[src/rtl/planet_capture_scan_pkg.sv]
// planet_pkg: planet table, scan geometry and scan FSM state type for planet_capture_scan
package planet_pkg;
  localparam int NUM_PLANETS = 8;
  localparam int COORD_W = 10;
  localparam int SIZE_W = 6;
  localparam int IDX_W = $clog2(NUM_PLANETS);
  typedef logic [COORD_W-1:0] coord_t;
  typedef logic [SIZE_W-1:0] size_t;
  typedef logic [IDX_W-1:0] idx_t;
  localparam coord_t PLANET_X [NUM_PLANETS] = '{10'd350, 10'd100, 10'd420, 10'd500, 10'd580, 10'd540, 10'd180, 10'd100};
  localparam coord_t PLANET_Y [NUM_PLANETS] = '{10'd250, 10'd100, 10'd50, 10'd340, 10'd380, 10'd110, 10'd200, 10'd400};
  localparam size_t PLANET_S [NUM_PLANETS] = '{6'd10, 6'd20, 6'd12, 6'd19, 6'd8, 6'd24, 6'd18, 6'd10};
  typedef enum logic [1:0] {IDLE, SCAN, DONE} scan_state_t;
endpackage

[src/rtl/planet_capture_scan_capture_check.sv]
// capture_check: combinational test of vessel/planet overlap, dx^2+dy^2 <= (vs+ps)^2
module capture_check
  import planet_pkg::*;
(
  input  logic [COORD_W-1:0] vx_i,
  input  logic [COORD_W-1:0] vy_i,
  input  logic [SIZE_W-1:0]  vs_i,
  input  logic [COORD_W-1:0] px_i,
  input  logic [COORD_W-1:0] py_i,
  input  logic [SIZE_W-1:0]  ps_i,
  output logic               hit_o
);
  logic signed [COORD_W:0] dx, dy;
  logic signed [2*COORD_W+2:0] dxe, dye;
  logic [2*COORD_W+2:0] dsq;
  logic [SIZE_W:0] r;
  logic [2*SIZE_W+1:0] rsq;
  assign dx = $signed({1'b0, vx_i}) - $signed({1'b0, px_i});
  assign dy = $signed({1'b0, vy_i}) - $signed({1'b0, py_i});
  assign dxe = {{(COORD_W+2){dx[COORD_W]}}, dx};
  assign dye = {{(COORD_W+2){dy[COORD_W]}}, dy};
  assign dsq = $unsigned(dxe * dxe + dye * dye);
  assign r = {1'b0, vs_i} + {1'b0, ps_i};
  assign rsq = {{(SIZE_W+1){1'b0}}, r} * {{(SIZE_W+1){1'b0}}, r};
  assign hit_o = dsq <= {{(2*COORD_W-2*SIZE_W+1){1'b0}}, rsq};
endmodule

[src/rtl/planet_capture_scan.sv]
// planet_capture_scan: per-frame scan of all planets through one shared capture_check.
// Define PLANET_SCAN_EARLY_EXIT_EN to end the scan at the first capturing planet.
module planet_capture_scan
  import planet_pkg::*;
(
  input  logic               frame_clk,
  input  logic               Reset,
  input  logic               start,
  input  logic [COORD_W-1:0] vessel_x,
  input  logic [COORD_W-1:0] vessel_y,
  input  logic [SIZE_W-1:0]  vessel_s,
  input  logic               skip_en,
  input  logic [IDX_W-1:0]   skip_idx,
  output logic               busy,
  output logic               done,
  output logic               hit,
  output logic [IDX_W-1:0]   hit_idx
);
  scan_state_t state_q;
  coord_t vx_q, vy_q;
  size_t vs_q;
  logic sen_q, found_q, hit_q, chk_hit, hit_now, last;
  idx_t sidx_q, idx_q, found_idx_q, hit_idx_q;
  capture_check u_chk (
    .vx_i (vx_q),
    .vy_i (vy_q),
    .vs_i (vs_q),
    .px_i (PLANET_X[idx_q]),
    .py_i (PLANET_Y[idx_q]),
    .ps_i (PLANET_S[idx_q]),
    .hit_o(chk_hit)
  );
  assign hit_now = chk_hit && !(sen_q && idx_q == sidx_q);
`ifdef PLANET_SCAN_EARLY_EXIT_EN
  assign last = idx_q == idx_t'(NUM_PLANETS-1) || hit_now;
`else
  assign last = idx_q == idx_t'(NUM_PLANETS-1);
`endif
  always_ff @(posedge frame_clk) begin
    if (Reset) begin
      state_q <= IDLE;
      vx_q <= '0;
      vy_q <= '0;
      vs_q <= '0;
      sen_q <= 1'b0;
      sidx_q <= '0;
      idx_q <= '0;
      found_q <= 1'b0;
      found_idx_q <= '0;
      hit_q <= 1'b0;
      hit_idx_q <= '0;
    end else begin
      case (state_q)
        IDLE: if (start) begin
          state_q <= SCAN;
          vx_q <= vessel_x;
          vy_q <= vessel_y;
          vs_q <= vessel_s;
          sen_q <= skip_en;
          sidx_q <= skip_idx;
          idx_q <= '0;
          found_q <= 1'b0;
          found_idx_q <= '0;
        end
        SCAN: begin
          if (hit_now && !found_q) begin
            found_q <= 1'b1;
            found_idx_q <= idx_q;
          end
          idx_q <= idx_q + 1'b1;
          if (last) begin
            state_q <= DONE;
            hit_q <= found_q || hit_now;
            hit_idx_q <= found_q ? found_idx_q : hit_now ? idx_q : '0;
          end
        end
        default: state_q <= IDLE;
      endcase
    end
  end
  assign busy = state_q != IDLE;
  assign done = state_q == DONE;
  assign hit = hit_q;
  assign hit_idx = hit_idx_q;
endmodule

[config.mk]
export PLATFORM = sky130hd
export DESIGN_NAME = planet_capture_scan
export DESIGN_NICKNAME = d
export VERILOG_FILES = /design/src/rtl/planet_capture_scan_pkg.sv /design/src/rtl/planet_capture_scan_capture_check.sv /design/src/rtl/planet_capture_scan.sv
export SDC_FILE = /design/constraint.sdc
export NUM_CORES = 1
export LEC_CHECK = 0
export CELL_PAD_IN_SITES_DETAIL_PLACEMENT = 1
export CELL_PAD_IN_SITES_GLOBAL_PLACEMENT = 1
export CORE_AREA = 3 3 186 151
export CTS_CLUSTER_DIAMETER = 30
export CTS_CLUSTER_SIZE = 10
export DETAILED_ROUTE_END_ITERATION = 10
export DIE_AREA = 0 0 189 154
export PLACE_DENSITY = 0.92
export SYNTH_ARGS = -nofsm -noshare
export SYNTH_HDL_FRONTEND = slang
export SYNTH_HIERARCHICAL = 1
export SYNTH_SLANG_ARGS = --single-unit
[constraint.sdc]
create_clock -name frame_clk -period 12.6 [get_ports frame_clk]
set_clock_uncertainty 0.05 [all_clocks]
set_input_delay 2.52 -clock frame_clk [delete_from_list [all_inputs] [get_ports frame_clk]]
set_output_delay 2.52 -clock frame_clk [all_outputs]
set_load 0.005 [all_outputs]
==> metrics.txt <==
CP Data Arrival Time 11890 ps; CTS root buf clkbuf_16; first drt pass iteration count 5; gr ovfl total 0; Final Setup Violations 0; vias post-DR 10400; CTS sink count 43; commonest non-fill, non-tap cell in the layout inv_1; Final Cycle Share 93.1%; Hold Crit Class reg -> reg; Fmax 0.0853 GHz; Placer Congestion 0.946; fin. max-slew vios 0; Die X 189 µm; setup TNS 0 ps; Synth Register Bits 43; largest net degree at the start of global routing 47; Final Instance Count excl. Fillers 1902; DP HPWL 32800 µm; P&R area growth vs syn 7.41%; most frequent cells in the layout inv_1 (366), fa_1 (261), nand2_1 (158), ha_1 (158), nor2_1 (139); vias per cell 5.48; Top delay family on crit path adder cells; post-synth cell types 68; fin util 53.5%; WL/cell 20.4 µm; Num CTS Buffers 5; buffer and inverter count on the worst path 6; Slew @ Worst Pin 1150 ps; Worst path max stage delay 900 ps; all-layer global routing usage 27.9%; number of fill cells in the layout 3122; EDFF count, synth 0; post-CTS setup buffers 0; GR Layer Usage met3 3.85%; synthesized instance count 1513; top cell type's share of synthesized area 39.8%; Worst-Skew Late Latency 290 ps; clock-pin slew on the worst setup and hold paths 60 ps; Die Y 154 µm; Die ar. 0.0291 mm²; Initial Util 49.8%; busiest grt layer met2; Critical Path End Type flop; clk buf depth 2; startpoint types flop; Max-Cap Viols 0; antenna-violating nets left 0; unrepaired setup endpoints after global routing false; Critical Path Stages 38; Mapped Area 0.0131 mm²; Final Critical Period 11730 ps; post-synth top area cell fa_1; R2R depth 38; Worst EP required 12760 ps; WL final 38900 µm; ant diodes 0; asr flop ratio synth 0%; first-pass GRT wire length 64200 µm; initial antenna violation count 0; Slowest-stage cell, CP dfxtp_1; grt met2 use 50.6%; yosys warns 6; status complete, no violations; post-synthesis sequential area ratio 6.56%; IO Port Bufs 38; CP most frequent cell fa_1; ratio of cells with drive above 1 in the final layout 2.98%; DRC 0; Synth Area per Inst 8.67 µm²; H-tree Lvls 2; CP Max Fanout 23; critical path class reg -> reg; vias in the first global route 12400; initial drt markers 518; GRT met1 Usage 33.7%; CTS tree yes; core footprint 0.0263 mm²; Final #Nets 1996; Final Hold Viols 0; hold_buf cts 0; total I/O pin count 39; Hold Path Depth 2; Rel. slew slack 23.3%; top cells by area, synth fa_1 (40%), ha_1 (15%), inv_1 (10%); most used flip-flop cell after synthesis dfxtp_1; Placed Cells 1894; post-cts gate resize count 0; FP Rows 53
==> Yosys cell counts (all sizes together), types with 5 or more instances <==
library cell and number:
a211oi 11, a21boi 8, a21o 11, a21oi 75, and2 14, buf 5
clkbuf 24, dfxtp 43, fa 261, ha 158, inv 374, nand2 158
nand2b 17, nand3 11, nor2 139, nor2b 17, nor3 17, nor3b 6
o21ai 34, o41ai 5, or3 7, xnor2 40, xor2 21
==> kinds of logic (layout without fill, tap and decap cells) <==
family	Yosys count	in the layout	synth area share, %
muxes	4	4	0.305
xor gates and xnor gates	62	62	4.30
DFF	43	43	6.56
AOI/OAI and AO/OA	179	179	8.89
buffers and inverters	404	433	11.6
other	2	5	0.0573
and+or+nand+nor	400	400	13.3
adders and majority gates	419	419	54.9
==> path summary, 6_finish.rpt <==
| check | start | to | slack (ps) |
|---|---|---|---|
| setup / recovery | idx_q[2] | hit_idx[2] | 870 |
| hold / removal | vx_q[0] | vx_q[0] | 420 |
| setup reg to reg | idx_q[2] | hit_idx[2] | 870 |
| hold reg to reg | vx_q[0] | vx_q[0] | 420 |
==> registers in the layout (all words and copies together) (netlist names), 2 cells and up <==
register,flops
idx_q,3
hit_idx,3
vy_q,10
sidx_q,3
found_idx_q,3
vx_q,10
state_q,2
vs_q,6
==> metrics by stage <==
step	setup WS, ps	area [µm²]	hold WS [ps]
5_1_grt	361	14100	442
6_report	874	14100	418
2_1_floorplan	2680	13100	386
3_5_place_dp	1210	13900	411
3_3_place_gp	1760	13900	394
4_1_cts	1020	14100	419
==> metal layers <==
metal,vias up,part of all wire (%)
met3,109,4.9
met5,-,0
met2,291,51
met1,5363,40
met4,0,4.4
li1,4659,-
==> worst register-to-register path: cells and delay by family (launching register included) <==
family | cells | cell delay, ps
adders and majority gates | 10 | 4470
AOI/OAI and AO/OA | 14 | 3320
and+or+nand+nor | 6 | 1500
DFF | 1 | 900
xor gates and xnor gates | 2 | 800
buffers and inverters | 6 | 620
==> final cells by class <==
type / instances / area (µm²) / area share (%)
multi-input cells: 1069 / 10700 / 76.3
clock inverters: 2 / 16.3 / 0.115
inverters: 375 / 1410 / 9.99
repair buffers: 50 / 470 / 3.34
well taps: 357 / 447 / 3.17
clock buffers: 6 / 139 / 0.986
flip-flops and latches: 43 / 861 / 6.11
Power is not shown: default switching activity piles up to over one toggle a cycle in this logic, so the estimate is an artifact.
